### src/rtl/fifo_arb_pkg.sv
// Shared types, default sizes and the round-robin pick function for the FIFO write arbiter.
package fifo_arb_pkg;

  typedef enum logic {StIdle, StOwn} arb_state_e;

  localparam int unsigned DefNReq      = 4;
  localparam int unsigned DefFifoWidth = 16;
  localparam int unsigned DefMaxBurst  = 8;
  localparam int unsigned MaxReq       = 8;

  // First asserted request at or after ptr, wrapping modulo n; returns one-hot.
  function automatic logic [MaxReq-1:0] rr_pick(input logic [MaxReq-1:0] req,
                                                 input logic [2:0]        ptr,
                                                 input int unsigned       n);
    logic [MaxReq-1:0] gnt;
    logic [2:0]        idx;
    gnt = '0;
    for (int unsigned k = 0; k < MaxReq; k++) begin
      if (k < n) begin
        idx = 3'((32'(ptr) + k) % n);
        if (req[idx] && (gnt == '0)) begin
          gnt[idx] = 1'b1;
        end
      end
    end
    return gnt;
  endfunction

endpackage

### src/rtl/fifo_wr_arbiter_if.sv
// Producer and FIFO write-side signals of the arbiter. Stats ports exist only when
// FIFO_WR_ARB_STATS_EN is defined.
interface fifo_wr_arbiter_if #(
  parameter int unsigned N_REQ      = 4,
  parameter int unsigned FIFO_WIDTH = 16
);
  logic [N_REQ-1:0]            req;
  logic [N_REQ-1:0]            req_last;
  logic [N_REQ*FIFO_WIDTH-1:0] req_data;
  logic [N_REQ-1:0]            grant;
  logic [FIFO_WIDTH-1:0]       fifo_data_in;
  logic                        fifo_wr_en;
  logic                        fifo_full;
  logic                        fifo_almostfull;
  logic                        fifo_wr_ack;
  logic                        fifo_overflow;
  logic                        ack_err;
  logic                        ovf_err;
`ifdef FIFO_WR_ARB_STATS_EN
  logic [15:0]                 stat_words;
  logic [15:0]                 stat_stalls;

  modport master (
    input  req, req_last, req_data, fifo_full, fifo_almostfull, fifo_wr_ack, fifo_overflow,
    output grant, fifo_data_in, fifo_wr_en, ack_err, ovf_err, stat_words, stat_stalls
  );
  modport slave (
    output req, req_last, req_data, fifo_full, fifo_almostfull, fifo_wr_ack, fifo_overflow,
    input  grant, fifo_data_in, fifo_wr_en, ack_err, ovf_err, stat_words, stat_stalls
  );
`else
  modport master (
    input  req, req_last, req_data, fifo_full, fifo_almostfull, fifo_wr_ack, fifo_overflow,
    output grant, fifo_data_in, fifo_wr_en, ack_err, ovf_err
  );
  modport slave (
    output req, req_last, req_data, fifo_full, fifo_almostfull, fifo_wr_ack, fifo_overflow,
    input  grant, fifo_data_in, fifo_wr_en, ack_err, ovf_err
  );
`endif
endinterface

### src/rtl/rr_arbiter.sv
// Combinational round-robin priority rotate: one-hot grant to the first request at or after ptr_i.
module rr_arbiter
  import fifo_arb_pkg::*;
#(
  parameter int unsigned N_REQ = DefNReq
) (
  input  logic [N_REQ-1:0]         req_i,
  input  logic [$clog2(N_REQ)-1:0] ptr_i,
  output logic [N_REQ-1:0]         gnt_o
);

  logic [MaxReq-1:0] req_pad;
  logic [MaxReq-1:0] pick;

  assign req_pad = MaxReq'(req_i);
  assign pick    = rr_pick(req_pad, 3'(ptr_i), N_REQ);
  assign gnt_o   = pick[N_REQ-1:0];

  if (N_REQ < MaxReq) begin : g_pad
    logic unused_pick;
    assign unused_pick = ^pick[MaxReq-1:N_REQ];
  end

endmodule

### src/rtl/fifo_wr_arbiter.sv
// Round-robin, burst-locking arbiter for the FIFO write port with ack/overflow checking.
// Optional FIFO_WR_ARB_STATS_EN adds saturating word and stall counters.
module fifo_wr_arbiter
  import fifo_arb_pkg::*;
#(
  parameter int unsigned N_REQ      = DefNReq,
  parameter int unsigned FIFO_WIDTH = DefFifoWidth,
  parameter int unsigned MAX_BURST  = DefMaxBurst
) (
  input  logic               clk,
  input  logic               rst,
  fifo_wr_arbiter_if.master  bus_io
);

  localparam int unsigned PtrW = $clog2(N_REQ);
  localparam int unsigned CntW = $clog2(MAX_BURST + 1);

  arb_state_e            state_q, state_d;
  logic [PtrW-1:0]       rr_ptr_q, rr_ptr_d, owner_q, owner_d, sel;
  logic [CntW-1:0]       burst_cnt_q, burst_cnt_d, cnt_inc;
  logic [FIFO_WIDTH-1:0] data_q, data_d;
  logic                  wr_en_q, exp_ack_q, ack_err_q, ovf_err_q;
  logic                  throttle, xfer;
  logic [N_REQ-1:0]      rr_gnt, grant;

  function automatic logic [PtrW-1:0] inc_ptr(input logic [PtrW-1:0] p);
    return (32'(p) == N_REQ - 1) ? '0 : p + 1'b1;
  endfunction

  // almostfull alone is not enough: the write already issued will take the last slot.
  assign throttle = bus_io.fifo_full || (bus_io.fifo_almostfull && wr_en_q);

  rr_arbiter #(.N_REQ(N_REQ)) u_rr (
    .req_i (bus_io.req),
    .ptr_i (rr_ptr_q),
    .gnt_o (rr_gnt)
  );

  always_comb begin
    grant = '0;
    if (!rst && !throttle) begin
      unique case (state_q)
        StIdle: grant = rr_gnt;
        StOwn:  if (bus_io.req[owner_q]) grant[owner_q] = 1'b1;
        default: grant = '0;
      endcase
    end
  end

  always_comb begin
    sel = '0;
    for (int unsigned i = 0; i < N_REQ; i++) begin
      if (grant[i]) sel = PtrW'(i);
    end
  end

  assign xfer    = |grant;
  assign cnt_inc = burst_cnt_q + 1'b1;
  assign data_d  = xfer ? bus_io.req_data[sel*FIFO_WIDTH +: FIFO_WIDTH] : data_q;

  always_comb begin
    state_d     = state_q;
    rr_ptr_d    = rr_ptr_q;
    owner_d     = owner_q;
    burst_cnt_d = burst_cnt_q;
    unique case (state_q)
      StIdle: begin
        if (xfer) begin
          if (bus_io.req_last[sel] || (MAX_BURST == 32'd1)) begin
            rr_ptr_d = inc_ptr(sel);
          end else begin
            state_d     = StOwn;
            owner_d     = sel;
            burst_cnt_d = CntW'(1);
          end
        end
      end
      StOwn: begin
        if (!bus_io.req[owner_q]) begin
          state_d     = StIdle;
          rr_ptr_d    = inc_ptr(owner_q);
          burst_cnt_d = '0;
        end else if (xfer) begin
          if (bus_io.req_last[owner_q] || (32'(cnt_inc) >= MAX_BURST)) begin
            state_d     = StIdle;
            rr_ptr_d    = inc_ptr(owner_q);
            burst_cnt_d = '0;
          end else begin
            burst_cnt_d = cnt_inc;
          end
        end
      end
      default: state_d = StIdle;
    endcase
  end

  always_ff @(posedge clk or posedge rst) begin
    if (rst) begin
      state_q     <= StIdle;
      rr_ptr_q    <= '0;
      owner_q     <= '0;
      burst_cnt_q <= '0;
      data_q      <= '0;
      wr_en_q     <= 1'b0;
      exp_ack_q   <= 1'b0;
      ack_err_q   <= 1'b0;
      ovf_err_q   <= 1'b0;
    end else begin
      state_q     <= state_d;
      rr_ptr_q    <= rr_ptr_d;
      owner_q     <= owner_d;
      burst_cnt_q <= burst_cnt_d;
      data_q      <= data_d;
      wr_en_q     <= xfer;
      exp_ack_q   <= wr_en_q;
      ack_err_q   <= exp_ack_q && !bus_io.fifo_wr_ack;
      ovf_err_q   <= bus_io.fifo_overflow;
    end
  end

  assign bus_io.grant        = grant;
  assign bus_io.fifo_data_in = data_q;
  assign bus_io.fifo_wr_en   = wr_en_q;
  assign bus_io.ack_err      = ack_err_q;
  assign bus_io.ovf_err      = ovf_err_q;

`ifdef FIFO_WR_ARB_STATS_EN
  logic [15:0] stat_words_q, stat_stalls_q;

  always_ff @(posedge clk or posedge rst) begin
    if (rst) begin
      stat_words_q  <= '0;
      stat_stalls_q <= '0;
    end else begin
      if (wr_en_q && (stat_words_q != 16'hFFFF)) stat_words_q <= stat_words_q + 16'd1;
      if ((|bus_io.req) && throttle && (stat_stalls_q != 16'hFFFF)) begin
        stat_stalls_q <= stat_stalls_q + 16'd1;
      end
    end
  end

  assign bus_io.stat_words  = stat_words_q;
  assign bus_io.stat_stalls = stat_stalls_q;
`endif

endmodule

### src/flat_wrapper.sv
// flat-port wrapper written by rule: the top's interface ports become plain ports
module fifo_wr_arbiter_flat import fifo_arb_pkg::*;
#(
  parameter int unsigned N_REQ      = DefNReq,
  parameter int unsigned FIFO_WIDTH = DefFifoWidth,
  parameter int unsigned MAX_BURST  = DefMaxBurst
)
  (clk, rst, bus_io_req, bus_io_req_last, bus_io_req_data, bus_io_fifo_full, bus_io_fifo_almostfull, bus_io_fifo_wr_ack, bus_io_fifo_overflow, bus_io_grant, bus_io_fifo_data_in, bus_io_fifo_wr_en, bus_io_ack_err, bus_io_ovf_err);
  fifo_wr_arbiter_if #(.N_REQ(N_REQ), .FIFO_WIDTH(FIFO_WIDTH)) bus_io_i ();
  input  logic clk;
  input  logic rst;
  input wire logic [$bits(bus_io_i.req)-1:0] bus_io_req;
  input wire logic [$bits(bus_io_i.req_last)-1:0] bus_io_req_last;
  input wire logic [$bits(bus_io_i.req_data)-1:0] bus_io_req_data;
  input wire logic [$bits(bus_io_i.fifo_full)-1:0] bus_io_fifo_full;
  input wire logic [$bits(bus_io_i.fifo_almostfull)-1:0] bus_io_fifo_almostfull;
  input wire logic [$bits(bus_io_i.fifo_wr_ack)-1:0] bus_io_fifo_wr_ack;
  input wire logic [$bits(bus_io_i.fifo_overflow)-1:0] bus_io_fifo_overflow;
  output wire logic [$bits(bus_io_i.grant)-1:0] bus_io_grant;
  output wire logic [$bits(bus_io_i.fifo_data_in)-1:0] bus_io_fifo_data_in;
  output wire logic [$bits(bus_io_i.fifo_wr_en)-1:0] bus_io_fifo_wr_en;
  output wire logic [$bits(bus_io_i.ack_err)-1:0] bus_io_ack_err;
  output wire logic [$bits(bus_io_i.ovf_err)-1:0] bus_io_ovf_err;
  assign bus_io_i.req = bus_io_req;
  assign bus_io_i.req_last = bus_io_req_last;
  assign bus_io_i.req_data = bus_io_req_data;
  assign bus_io_i.fifo_full = bus_io_fifo_full;
  assign bus_io_i.fifo_almostfull = bus_io_fifo_almostfull;
  assign bus_io_i.fifo_wr_ack = bus_io_fifo_wr_ack;
  assign bus_io_i.fifo_overflow = bus_io_fifo_overflow;
  assign bus_io_grant = bus_io_i.grant;
  assign bus_io_fifo_data_in = bus_io_i.fifo_data_in;
  assign bus_io_fifo_wr_en = bus_io_i.fifo_wr_en;
  assign bus_io_ack_err = bus_io_i.ack_err;
  assign bus_io_ovf_err = bus_io_i.ovf_err;
  fifo_wr_arbiter #(.N_REQ(N_REQ), .FIFO_WIDTH(FIFO_WIDTH), .MAX_BURST(MAX_BURST)) u_core (.clk(clk), .rst(rst), .bus_io(bus_io_i));
endmodule
### config.mk
export PLATFORM = sky130hd
export DESIGN_NAME = fifo_wr_arbiter_flat
export DESIGN_NICKNAME = d
export VERILOG_FILES = /design/src/rtl/fifo_arb_pkg.sv /design/src/rtl/fifo_wr_arbiter_if.sv /design/src/rtl/rr_arbiter.sv /design/src/rtl/fifo_wr_arbiter.sv /design/src/flat_wrapper.sv
export SDC_FILE = /design/constraint.sdc
export NUM_CORES = 1
export LEC_CHECK = 0
export BUFFER_PORTS_ARGS = -buffer_cell sky130_fd_sc_hd__buf_2
export CORE_MARGIN = 1.5
export CORE_UTILIZATION = 44
export DETAILED_ROUTE_END_ITERATION = 6
export PLACE_DENSITY = 0.79
export SYNTH_ARGS = -nofsm -noshare
export SYNTH_HDL_FRONTEND = slang
export SYNTH_SLANG_ARGS = --single-unit
### constraint.sdc
create_clock -name clk -period 3.2 [get_ports clk]
set_clock_uncertainty 0.1 [all_clocks]
set_input_delay 0.32 -clock clk [delete_from_list [all_inputs] [get_ports clk]]
set_output_delay 0.32 -clock clk [all_outputs]
set_load 0.05 [all_outputs]
### Word level (Yosys, flattened, before mapping)

Index checks and enable logic that the tools add are counted.

| cells by class | value |
|---|---|
| $add $sub $neg | 6 |
| multiply operators | 0 |
| div/mod/pow operators | 0 |
| order comparisons | 12 |
| eq/ne operators | 7 |
| shift-type cells | 1 |
| mux-type cells | 54 |
| bitwise gates (word level) | 5 |
| reduce and logical (&&, ||, !) cells | 23 |

Operator list:

| operator | number |
|---|---|
| $shiftx A64 B7 Y16 | 1 |
| $mux W4 | 9 |
| $logic_not A8 Y1 | 3 |
| $mux W1 | 18 |
| $mux W2 | 9 |
| $lt A2 B4 Y1 const B | 4 |
| $mux W8 | 2 |
| $pmux W4 S2 | 2 |
| $bmux W1 S2 | 7 |
| $logic_and A1 B1 Y1 | 11 |
| $demux W1 S2 | 5 |
| $ge A2 B1 Y1 const B | 5 |
| $or A4 B4 Y4 | 2 |
| $or A8 B4 Y8 | 1 |
| $add A2 B1 Y2 const B | 3 |
| $lt A2 B3 Y1 const B | 2 |
| $ne A3 B3 Y1 const B | 2 |
| $reduce_and A3 Y1 | 2 |
| $add A2 B2 Y2 const B | 2 |
| $add A4 B1 Y4 const B | 1 |
| $eq A2 B2 Y1 const B | 2 |
| $ge A4 B4 Y1 const B | 1 |
| $ne A2 B1 Y1 const B | 2 |
| $pmux W2 S2 | 1 |
| other kinds (7) | 11 |

| storage, ports and cells | value |
|---|---|
| bits in registers | 29 |
| bits in latches | 0 |
| bits in writable memories | 0 |
| ROM bits | 0 |
| bits of input ports | 78 |
| output and inout port bits | 23 |
| logic and storage cells | 117 |
| memories kept | 0 |

### Depth between registers and ports, before layout

Gate-level depths: netlist of run 1.

| logic depth | value |
|---|---|
| depth in word-level cells | 24 |
| gate-level depth with buffers | 14 |
| depth with buffers taken out | 12 |

### Hierarchy

From an unflattened synthesis of run 1, not the netlist that was laid out.

| unflattened totals | value |
|---|---|
| cell total of the unflattened synthesis | 253 |
| area total of the unflattened synthesis | 2373.5 um^2 |

By module, submodules not included:

| module | times used | cells each | area each (um^2) | seq. area each (um^2) |
|---|---|---|---|---|
| fifo_wr_arbiter | 1 | 202 | 1866.8 | 725.7 |
| rr_arbiter | 1 | 51 | 506.7 | 0.0 |

### Least setup slack after synthesis of run 1

No wires, ideal clock.

| path | value |
|---|---|
| path kind | flip-flop to flip-flop |
| start point | reg u_core.rr_ptr_q[1] |
| end point | reg u_core.rr_ptr_q[1] |
| setup time | 0.144 ns |
| arrival | 3.416 ns |
| required time | 2.956 ns |
| path slack | -0.460 ns |
| stages on the path, launching flop included | 12 |
| path buffers | 1 |
| clock period less this slack | 3.660 ns |
| cell sequence | dfrtp_1 -> buf_2 -> inv_1 -> ha_1 -> mux4_2 -> a21boi_1 -> a211o_1 -> o32ai_4 -> o221ai_1 -> a221oi_1 -> nand2b_1 -> o221ai_1 |

| between the ends | value |
|---|---|
| elaborated cells between the ends (all ways) | 62 |
| those cells by class | add/sub: 4; order compare: 8; eq/ne: 4; mux: 31; bitwise: 3; reduce/logical: 12 |

RTL lines:

| what | RTL line | source |
|---|---|---|
| start: declaration | fifo_wr_arbiter.sv:19 | `logic [PtrW-1:0] rr_ptr_q, rr_ptr_d, owner_q, owner_d, sel;` |
| start signal: assignment | fifo_wr_arbiter.sv:110 | `rr_ptr_q <= rr_ptr_d;` |
| $lt A2 B4 Y1 (not written as such) or $ge A2 B1 Y1 (tied branches) | fifo_arb_pkg.sv:22 | `gnt[idx] = 1'b1;` |
| $logic_and A1 B1 Y1 (not written as such) | fifo_arb_pkg.sv:22 |  |
| $mux W1 (not written as such) | fifo_arb_pkg.sv:22 |  |
| $demux W1 S2 | fifo_arb_pkg.sv:22 |  |
| $mux W4 | fifo_arb_pkg.sv:21 | `if (req[idx] && (gnt == '0)) begin` |
| $logic_not A8 Y1 | fifo_arb_pkg.sv:21 |  |
| $logic_and A1 B1 Y1 | fifo_arb_pkg.sv:21 |  |
| $mux W8 | fifo_arb_pkg.sv:21 |  |
| [... 4 more ...] | -- |  |
| $logic_and A1 B1 Y1 | fifo_arb_pkg.sv:21 |  |
| $mux W4 (*) | fifo_arb_pkg.sv:21 |  |
| $pmux W4 S2 (*) | fifo_wr_arbiter.sv:42 | `unique case (state_q)` |
| $mux W4 (*) | fifo_wr_arbiter.sv:41 | `if (!rst && !throttle) begin` |
| via bus_io_grant[0] | flat_wrapper.sv:19 | `output wire logic [$bits(bus_io_i.grant)-1:0] bus_io_grant;` |
| $reduce_or A4 Y1 (*) | fifo_wr_arbiter.sv:57 | `assign xfer = \|grant;` |
| $ne A3 B3 Y1 (no line) or $ne A2 B1 Y1 (tied branches) | -- |  |
| $reduce_and A4 Y1 (no line) (*) | -- |  |

Mark *: on every way through the listed nets, which the timed path passes. The rest lies on a longest branch. The select of a mux whose other input is x is not followed.
A chain may end at the register's enable or synchronous reset.

### Final worst setup path of run 1

| path | value |
|---|---|
| start point | reg u_core.rr_ptr_q[0] |
| end point | reg u_core.rr_ptr_q[0] |

| between the ends | value |
|---|---|
| word-level cells in the longest chain between the ends | 24 |
| elaborated cells between the ends (all ways) | 62 |
| those cells by class | add/sub: 4; order compare: 8; eq/ne: 4; mux: 31; bitwise: 3; reduce/logical: 12 |

Ends and longest elaborated chain:

| what | RTL line | source |
|---|---|---|
| $lt A2 B4 Y1 (not written as such) or $ge A2 B1 Y1 (tied branches) | fifo_arb_pkg.sv:22 |  |
| $logic_and A1 B1 Y1 (not written as such) | fifo_arb_pkg.sv:22 |  |
| $mux W1 (not written as such) | fifo_arb_pkg.sv:22 |  |
| $demux W1 S2 | fifo_arb_pkg.sv:22 |  |
| $mux W4 | fifo_arb_pkg.sv:21 |  |
| $logic_not A8 Y1 | fifo_arb_pkg.sv:21 |  |
| $logic_and A1 B1 Y1 | fifo_arb_pkg.sv:21 |  |
| $mux W8 | fifo_arb_pkg.sv:21 |  |
| [... 7 more ...] | -- |  |
| $mux W4 (*) | fifo_wr_arbiter.sv:41 |  |
| $mux W1 | fifo_wr_arbiter.sv:53 | `if (grant[i]) sel = PtrW'(i);` |
| $mux W2 (2 in series) | fifo_wr_arbiter.sv:53 |  |
| $add A2 B1 Y2 or $eq A2 B2 Y1 (tied branches) | fifo_wr_arbiter.sv:27 | `return (32'(p) == N_REQ - 1) ? '0 : p + 1'b1;` |
| $mux W2 | fifo_wr_arbiter.sv:27 |  |
| $mux W2 | fifo_wr_arbiter.sv:69 | `if (bus_io.req_last[sel] \|\| (MAX_BURST == 32'd1)) begin` |
| $mux W2 | fifo_wr_arbiter.sv:68 | `if (xfer) begin` |
| $pmux W2 S2 | fifo_wr_arbiter.sv:66 | `unique case (state_q)` |

Mark *: on every way between the ends. The rest lies on a longest branch, timed or not. The select of a mux whose other input is x is not followed.

==> results of run 1 <==
==> final timing paths <==
check	endpoint	start	slack, ps
setup / recovery	u_core.rr_ptr_q[0]	u_core.rr_ptr_q[0]	-340
hold / removal	u_core.bus_io.ovf_err	bus_io_fifo_overflow	40
setup reg to reg	u_core.rr_ptr_q[0]	u_core.rr_ptr_q[0]	-340
hold reg to reg	u_core.exp_ack_q	u_core.bus_io.fifo_wr_en	300
max in group asynchronous	u_core.bus_io.fifo_data_in[13]	rst	2130
min in group asynchronous	u_core.bus_io.fifo_wr_en	rst	200
==> layout make-up <==
cell class | count | area [um2] | area share (%)
Multi-Input combinational cell | 197 | 1926 | 46.89
Timing Repair Buffer | 163 | 1196 | 29.13
Tap cell | 72 | 90.09 | 2.194
Sequential cell | 29 | 725.7 | 17.67
Clock buffer | 7 | 86.33 | 2.102
Inverter | 18 | 82.58 | 2.011
==> cells in the final DEF, fill, tap and decap left out, types with 3 or more instances in the layout <==
master    instances
a211o_1           3
a211oi_1         11
a211oi_2          6
a21o_1           18
a21oi_1           3
a21oi_2           6
a31oi_1           6
and2_1            3
buf_12            6
buf_2            96
buf_4            43
buf_6            10
buf_8             5
clkbuf_8          6
dfrtp_1          29
ha_1             12
inv_1            12
mux4_2            4
nand2_1           9
nand2_2           3
nor2_1            6
nor3_1            4
nor3b_1           3
o22ai_1          24
o22ai_2           8
==> state kept, by name, indices dropped and copies added (netlist names) <==
signal                      flops
u_core.rr_ptr_q                 2
u_core.bus_io.ovf_err           1
u_core.bus_io.ack_err           1
u_core.bus_io.fifo_wr_en        1
u_core.bus_io.fifo_data_in     16
u_core.state_q                  1
u_core.burst_cnt_q              4
u_core.owner_q                  2
u_core.exp_ack_q                1
==> worst reg2reg max path, delay by kind of cell, from the launching register on <==
kind / cells / cell delay [ps]
adder cells (fa/ha/maj): 1 / 290
AO/OA/AOI/OAI: 8 / 1660
multiplexers: 1 / 570
buffers and inverters: 3 / 420
flip-flops: 1 / 390
==> cells by family after synthesis <==
logic type,after synthesis,share of synthesized area [%]
buffers and inverters,33,6.744
adders and majority gates,13,6.543
AOI/OAI and AO/OA,123,38.45
and+or+nand+nor,50,11.68
muxes,9,7.046
xor gates and xnor gates,1,0.3524
DFF,29,29.19
==> where the power goes <==
group	internal, mW	switching, mW	leakage, nW
Sequential	0.533	0.126	0.355
Combinational	1.65	2.07	1.59
Clock	0.170	0.148	0.0443
Total	2.35	2.34	1.99
==> routing by layer <==
| metal | vias up | wire length [um] | GRT usage [%] |
|---|---|---|---|
| met5 | - | 0 | 0 |
| met4 | 0 | 632 | 16.25 |
| met3 | 68 | 994 | 5.465 |
| met2 | 282 | 5386 | 53.83 |
| met1 | 1506 | 3789 | 35.98 |
| li1 | 1346 | - | - |
==> metrics by stage <==
stage               hold WS [ps]  area [um2]  util (%)  instances
floorplan                  251.4        2562         -        258
global placement           278.1        3376     61.68        454
detailed placement         282.7        3376     61.68        454
CTS                        34.35        3921     71.65        480
global route               44.00        4106     75.03        486
finish                     41.81        4106     75.03        486
==> repair_timing <==
action / CTS / global route
setup buffers: 17 / 6
pin swaps: 24 / 22
gates cloned: 3 / 1
resized for setup: 60 / 21
setup endpoints to repair: 29 / 30
==> run metrics, run 1 <==
post-synthesis cell type count 66; Cell Pwr Density approximately 1100 nW/um2; row count 27; core area 5473 um2; clk slew on worst S/H paths approximately 60 ps; gr ovfl total 0; Yosys warning count 0; Synth top area share between 20% and 30%; max incr delay on CP 570 ps; fmax roughly 280 MHz; Seq/Total Area, Yosys 29.19%; hpwl dp around 5700 um; CTS buffer count 5; CP Cell Sequence clkinvlp_4 > ha_4 > mux4_2 > a21boi_4 > a221o_2 > a31oi_4 > a21o_1 > buf_4 > buf_12 > o31ai_1 > a21oi_1 > o211ai_1 > o221ai_1; Die X-Extent 78.17 um; Setup-failing EPs final 30; first-pass GRT wire length 14630 um; Power Total 4.695 mW; clk sinks 29; PortBufs 100; vias in the first global route around 3000; Area Overhead vs Synth 65.17%; First DRT Iteration DRCs 200; mean routed wirelength per cell 22.23 um; WP data required between 3000 and 4000 ps; peak supply drop 844.6 uV; antenna viol nets, final 0; synthesized area per cell just under 10 um2; clock root buffer clkbuf_8; Pins Over Slew Limit 0; Syn Inst Count 258; htree depth 2; filler cell count in the final layout 330; Slew headroom 26.82%; critical path class flip-flop to flip-flop; worst slack at placement -291.3 ps; Min-Delay Path Depth 1; WP data arrival approximately 3600 ps; cts hold-fix bufs 0; setup TNS -7303 ps; total track usage a little over 30%; Nets 505; most frequent cell after synthesis o22ai_1; DRC Markers 0; max-cap violation count 0; die height 78.17 um; CTS max path bufs 2; CTS tree done; Synth async-reset ratio 100.0%; full die area 6111 um2; Top delay family on crit path compound AO/OA/AOI/OAI gates; via/cell ratio about 6.6; outcome finished with violations; Crit Path Max Fanout 9; initial antenna violation count 0; Post-synth EDFFs 0; n_diodes 0; crit path time final ~3500 ps; largest area contributor in the netlist dfrtp_1; failing checks negative setup slack; via count 3202; fin crit share 110.5%; Pre-Repair DR Iteration Count 5; Synthesized Nets between 300 and 400; leakage approximately 2 nW; Clock Latency Late Sink between 200 and 300 ps; Final Wtd Congestion 0.9421; Starting Density 45.43%; CP Depth 13; class of the worst hold path primary input to flip-flop; RSZ-0062 raised after global routing yes; Critical Path Source Type flip-flop; Mapped Area between 2000 and 2500 um2; number of hold violations in the final report 0; Worst-Margin Slew roughly 1100 ps; share of cells above drive strength 1 57.73%; worst-case reg-to-reg path depth 13; top post-synthesis cells by count o22ai_1 (33), dfrtp_1 (29), a211oi_1 (18), a21o_1 (18), inv_1 (15); largest net degree at the start of global routing 30; number of synthesized register bits 29; worst path bufs/invs 3; io pins 101; predominant post-synthesis flop cell dfrtp_1; CP max-delay cell mux4_2; Setup WS post-layout -337.5 ps; synth top area cells dfrtp_1 (29%), o22ai_1 (8.3%), ha_1 (6.5%); critical path endpoint category flip-flop; drt total wl 10800 um
No activity file was read; power rests on OpenSTA's default activity.
==> run 2, diff against run 1 <==
--- a/config.mk
+++ b/config.mk
@@ -6,6 +6,7 @@
 export NUM_CORES = 1
 export LEC_CHECK = 0
 export BUFFER_PORTS_ARGS = -buffer_cell sky130_fd_sc_hd__buf_2
+export CORE_ASPECT_RATIO = 1.1
 export CORE_MARGIN = 1.5
 export CORE_UTILIZATION = 44
 export DETAILED_ROUTE_END_ITERATION = 6
==> run 2 against run 1 <==
- the flow still finishes with violations (negative setup slack)
- cell area fell by 2.3%
- critical endpoint is now u_core.owner_q[0]
- global-route usage shrank 0.23 points
- clock-buffer cell count unchanged
- combinational power down 8.3%
- sequential cell count stayed put
- critical path depth up 1
- fmax is 0.44% lower
- non-clock buffer count unchanged
- via count is 8.9% lower
==> run metrics, run 2 (synthesis gave the netlist of run 1 again) <==
outcome finished with violations; failing checks negative setup slack; Cell Pwr Density 1109 nW/um2 (-3.0%); Power Total 4.446 mW (-5.3%); max reg flops 16 (unchanged); gr ovfl total 0 (unchanged); RR Startpoint u_core.rr_ptr_q[0]; Starting Density 45.78% (+0.36 points); Worst-Margin Slew 1096 ps (-0.1651 ps); share of cells above drive strength 1 55.05% (-2.7 points); critical path endpoint category flip-flop; non-filler instance count after layout 491 (+1.0%); Core Util, Final 73.85% (-1.2 points); Clock power frac 8.9% (+2.1 points); RSZ-0062 raised after global routing yes; r2r setup slk -350 ps (-20 ps); via/cell ratio 5.943 (-9.8%); clk sinks 29 (unchanged); First DRT Iteration DRCs 143 (-28%); mean routed wirelength per cell 18.27 um (-18%); fmax 281.4 MHz (-0.44%); class of the worst hold path primary input to flip-flop; die height 81.84 um (+4.7%); initial antenna violation count 0 (unchanged); peak supply drop 858.6 uV (+1.7%); io pins 101 (unchanged); setup TNS -7542 ps (-239.5 ps); met2 global-route usage 55.98% (+2.2 points); Hold Path End u_core.bus_io.ovf_err; core area 5430 um2 (-0.78%); via count 2918 (-8.9%); Critical Path Source Type flip-flop; leakage 1.936 nW (-2.7%); DRC Markers 0 (unchanged); htree depth 2 (unchanged); first-pass GRT wire length 14150 um (-3.3%); hpwl dp 5661 um (-0.64%); Seq pwr share 14.5% (+0.5 points); critical path class flip-flop to flip-flop; gr busiest metal met2; vias in the first global route 2907 (-1.2%); Power Internal 2.298 mW (-2.3%); Setup WS post-layout -353.2 ps (-15.68 ps); CTS tree done; worst slack at placement -295.2 ps (-3.895 ps); switching fraction of total power 48.32% (-1.6 points); CTS max path bufs 2 (unchanged); Setup-failing EPs final 30 (unchanged); met1 Usage GRT 36.15% (+0.18 points); Min-Delay Path Depth 1 (unchanged); Crit Path Max Fanout 5 (-4); cts hold-fix bufs 0 (unchanged); reg2reg end u_core.owner_q[0]; fin crit share 111.0% (+0.49 points); Nets 506 (+0.20%); WP data arrival 3600 ps (-30 ps); full die area 6111 um2 (about the same); crit path time final 3553 ps (+15.68 ps); Pre-Repair DR Iteration Count 5 (unchanged); n_diodes 0 (unchanged); max-cap violation count 0 (unchanged); PortBufs 100 (unchanged); total track usage 30.62% (-0.23 points); worst-case reg-to-reg path depth 14 (+1); number of hold violations in the final report 0 (unchanged); CTS buffer count 5 (unchanged); WP data required 3240 ps (-50 ps); antenna viol nets, final 0 (unchanged); Post-Place Cells 466 (+2.6%); clk slew on worst S/H paths 60 ps (about the same); Clock Latency Late Sink 280 ps (about the same); Die X-Extent 74.67 um (-4.5%); commonest non-fill, non-tap cell in the layout buf_2; drt total wl 8972 um (-17%); worst hold start bus_io_fifo_overflow; row count 28 (+3.7%); switching power of the nets 2.148 mW (-8.3%); GR Util met3 4.049% (-1.4 points); most frequent cells in the layout buf_2 (96), buf_4 (44), dfrtp_1 (29), o22ai_1 (24), a21o_1 (18); largest net degree at the start of global routing 30 (unchanged); clock root buffer clkbuf_8; Area Overhead vs Synth 61.30%; Final Wtd Congestion 0.9486 (+0.69%); Pins Over Slew Limit 0 (unchanged); Slew headroom 26.83% (about the same); combinational share of power 76.7% (-2.5 points)
==> run 2: metrics by stage <==
stage | hold slack [ps] | cell area [um2]
after floorplan | 251.4 | 2562
after global placement | 292.4 | 3422
after detailed placement | 291.9 | 3422
after CTS | 42.08 | 3871
after global routing | 49.74 | 4010
final | 48.51 | 4010
==> run 2: cell type report <==
cell class,instances,area (um2)
fillers,351,1420
flip-flops and latches,29,725.7
inverters,18,82.58
clock inverters,1,30.03
well taps,75,93.84
repair buffers,163,1127
multi-input cells,198,1864
clock buffers,7,86.33
==> run 2: timing repair <==
item                                    in CTS  in global routing
buffers inserted                             9                  5
endpoints found under the setup margin      29                 30
resized for setup                           47                 23
pin swaps                                   19                 13
cloned                                       5                  0
==> run 2: worst max-delay path by stage <==
| stage | startpoint | end | depth (start not counted) |
|---|---|---|---|
| after detailed placement | u_core.rr_ptr_q[0] | u_core.bus_io.fifo_data_in[11] | 14 |
| final | u_core.rr_ptr_q[0] | u_core.owner_q[0] | 14 |
| after global routing | u_core.rr_ptr_q[0] | u_core.owner_q[0] | 14 |
| after global placement | u_core.rr_ptr_q[0] | u_core.rr_ptr_q[0] | 13 |
| after CTS | u_core.rr_ptr_q[0] | u_core.owner_q[0] | 13 |
| after floorplan | u_core.rr_ptr_q[0] | u_core.bus_io.fifo_data_in[0] | 13 |
==> run 2: critical path, cell delays in order, from the launching register on <==
cell	delay [ps]
dfrtp_1	390
clkinvlp_4	130
ha_4	280
mux4_2	550
buf_4	170
or3_4	370
o31ai_4	80
nand4_1	170
buf_4	170
buf_4	120
a211o_1	310
o41ai_2	70
a41o_2	220
and2_4	180
a31oi_1	110
==> run 2: metal layers <==
metal  share of wire [%]  up-vias  routed length, um
li1                    -     1341                  -
met1                  40     1424               3605
met2                  53      125               4749
met3                 3.9       28                353
met4                 2.9        0                263
met5                   0        -                  0
==> run 2: power by group through the flow <==
stage | Sequential [mW] | Combinational, mW | Clock, mW
after detailed placement | 0.633 | 2.68 | 0
after global placement | 0.631 | 2.63 | 0
final | 0.643 | 3.41 | 0.395
after CTS | 0.631 | 3.21 | 0.398
after floorplan | 1.02 | 1.54 | 0
after global routing | 0.657 | 3.61 | 0.417
==> run 3, diff against run 2 <==
--- a/config.mk
+++ b/config.mk
@@ -10,7 +10,7 @@
 export CORE_MARGIN = 1.5
 export CORE_UTILIZATION = 44
 export DETAILED_ROUTE_END_ITERATION = 6
-export PLACE_DENSITY = 0.79
+export PLACE_DENSITY = 0.83
 export SYNTH_ARGS = -nofsm -noshare
 export SYNTH_HDL_FRONTEND = slang
 export SYNTH_SLANG_ARGS = --single-unit
==> run 3 against run 2 <==
- the run still ends with negative setup slack left
- non-clock buffer count rose by 19
- sequential power rose by 4.0%
- sequential share of layout area fell by 0.95 points
- routed wire length rose by 33%
- critical endpoint is now u_core.rr_ptr_q[1]
- clock-buffer cell count fell by 2
- fmax fell by 5.5%
- via count rose by 18%
- setup slack got worse by 210 ps
- critical path depth did not move
- sequential cell count did not move
- hold slack got worse by 31 ps
- final cell count rose by 3.7%
==> run metrics, run 3 (synthesis gave the netlist of run 1 again) <==
Min-Delay Path Depth 1 (unchanged); io pins 101 (unchanged); core area 5430 um2 (unchanged); Power Total 5.169 mW (+16%); Nets 523 (+3.4%); clock root buffer clkbuf_8; Crit Path Max Fanout 5 (unchanged); First DRT Iteration DRCs 285 (+99%); Critical Path Source Type flip-flop; RR Startpoint u_core.rr_ptr_q[0]; fmax 265.9 MHz (-5.5%); vias in the first global route 2996 (+3.1%); mean routed wirelength per cell 23.52 um (+29%); Setup-failing EPs final 30 (unchanged); CP Cell Sequence clkinvlp_4 > ha_4 > mux4_2 > a21boi_4 > a221o_2 > a31oi_4 > a21o_1 > inv_4 > a2111oi_4 > buf_4 > buf_6 > nand2_1 > o211ai_1 > o221ai_1; first-pass GRT wire length 14650 um (+3.5%); full die area 6111 um2 (unchanged); Core Util, Final 77.93% (+4.1 points); hpwl dp 5721 um (+1.1%); worst slack at placement -340.3 ps (-45.02 ps); DRC Markers 0 (unchanged); number of hold violations in the final report 0 (unchanged); CTS max path bufs 2 (unchanged); htree depth 2 (unchanged); largest net degree at the start of global routing 30 (unchanged); critical path endpoint category flip-flop; Cell Pwr Density 1222 nW/um2 (+10%); share of cells above drive strength 1 58.89% (+3.8 points); via/cell ratio 6.770 (+14%); WP data required 3270 ps (+30 ps); max reg flops 16 (unchanged); worst-case reg-to-reg path depth 14 (unchanged); failing checks negative setup slack; peak supply drop 877.4 uV (+2.2%); Setup WS post-layout -560.3 ps (-207.1 ps); fin crit share 117.5% (+6.5 points); Die X-Extent 74.67 um (unchanged); CP max-delay cell mux4_2; Slew headroom 24.88% (-2.0 points); Area Overhead vs Synth 70.21%; antenna viol nets, final 0 (unchanged); Hold Path End u_core.bus_io.ovf_err; Pre-Repair DR Iteration Count 5 (unchanged); reg2reg end u_core.rr_ptr_q[1]; drt total wl 11970 um (+33%); clk sinks 29 (unchanged); r2r setup slk -560 ps (-210 ps); Critical Path Source u_core.rr_ptr_q[0]; Post-Place Cells 467 (+0.21%); Clock Latency Late Sink 310 ps (+30 ps); class of the worst hold path primary input to flip-flop; Final Wtd Congestion 0.9457 (-0.31%); worst path bufs/invs 4 (unchanged); hold_ws 17.71 ps (-30.80 ps); crit path time final 3760 ps (+207.1 ps); max incr delay on CP 550 ps (about the same); WP data arrival 3830 ps (+230 ps); non-filler instance count after layout 509 (+3.7%); gr ovfl total 0 (unchanged); cts hold-fix bufs 0 (unchanged); initial antenna violation count 0 (unchanged); max-cap violation count 0 (unchanged); critical path class flip-flop to flip-flop; worst hold start bus_io_fifo_overflow; clk slew on worst S/H paths 80 ps (+20 ps); row count 28 (unchanged); Worst-Margin Slew 1126 ps (+29.28 ps); RSZ-0062 raised after global routing yes; total track usage 32.01% (+1.4 points); Top delay family on crit path compound AO/OA/AOI/OAI gates; CTS buffer count 5 (unchanged); die height 81.84 um (unchanged); leakage 2.064 nW (+6.6%); commonest non-fill, non-tap cell in the layout buf_2; most frequent cells in the layout buf_2 (97), buf_4 (63), o22ai_1 (33), dfrtp_1 (29), a21o_1 (18); Starting Density 45.78% (unchanged); via count 3446 (+18%); Pins Over Slew Limit 0 (unchanged); outcome finished with violations; CTS tree done; PortBufs 100 (unchanged)
-- run 3: cell types whose count changed in the layout (fill, tap and decap cells not counted), sizes merged --
cell | previous run | this run
buf | 163 | 180
clkbuf | 7 | 6
clkinv | 1 | 2
diode | 0 | 1
o21ai | 5 | 4
o211ai | 4 | 3
bufbuf | 0 | 1
bufinv | 1 | 2
-- run 3: timing repair --
item                                    in CTS  in global routing
cloned                                       3                  2
buffers inserted                            12                 19
pin swaps                                   15                 21
resized for setup                           49                 26
endpoints found under the setup margin      30                 30
-- run 3: power breakdown --
part / internal, mW / switching (mW) / total, mW / leakage (nW)
Combinational: 1.83 / 2.18 / 4.01 / 1.64
Sequential: 0.532 / 0.137 / 0.669 / 0.355
Clock: 0.310 / 0.182 / 0.492 / 0.0681
-- run 3: metal layers --
layer | up-vias | GRT usage [%] | part of all wire, %
met5 | - | 0 | 0
met4 | 0 | 16.00 | 8.4
met3 | 111 | 5.890 | 11
met2 | 361 | 57.05 | 48
met1 | 1601 | 36.22 | 33
li1 | 1373 | - | -
-- run 3: layout make-up --
type / instances / area [um2]
Clock inverter: 3 / 65.06
Inverter: 18 / 82.58
Timing Repair Buffer: 182 / 1328
Antenna cell: 1 / 2.502
Fill cell: 295 / 1199
Tap cell: 75 / 93.84
Clock buffer: 5 / 68.82
Multi-Input combinational cell: 196 / 1866
Sequential cell: 29 / 725.7
-- run 3: per-stage QoR --
stage	instance area, um2	setup TNS [ps]
after CTS	3940	-7289
final	4232	-12770
after detailed placement	3417	-7670
after global placement	3417	-6492
after floorplan	2562	-7104
after global routing	4229	-15340
-- run 3: how the worst max path moves through the flow --
| stage | to | slack [ps] | cells past startpoint |
|---|---|---|---|
| 2_1_floorplan | u_core.bus_io.fifo_data_in[0] | -320 | 13 |
| 3_3_place_gp | u_core.bus_io.fifo_data_in[9] | -300 | 13 |
| 3_5_place_dp | u_core.bus_io.fifo_data_in[9] | -340 | 13 |
| 4_1_cts | u_core.rr_ptr_q[0] | -310 | 14 |
| 5_1_grt | u_core.rr_ptr_q[1] | -650 | 14 |
| 6_report | u_core.rr_ptr_q[1] | -560 | 14 |
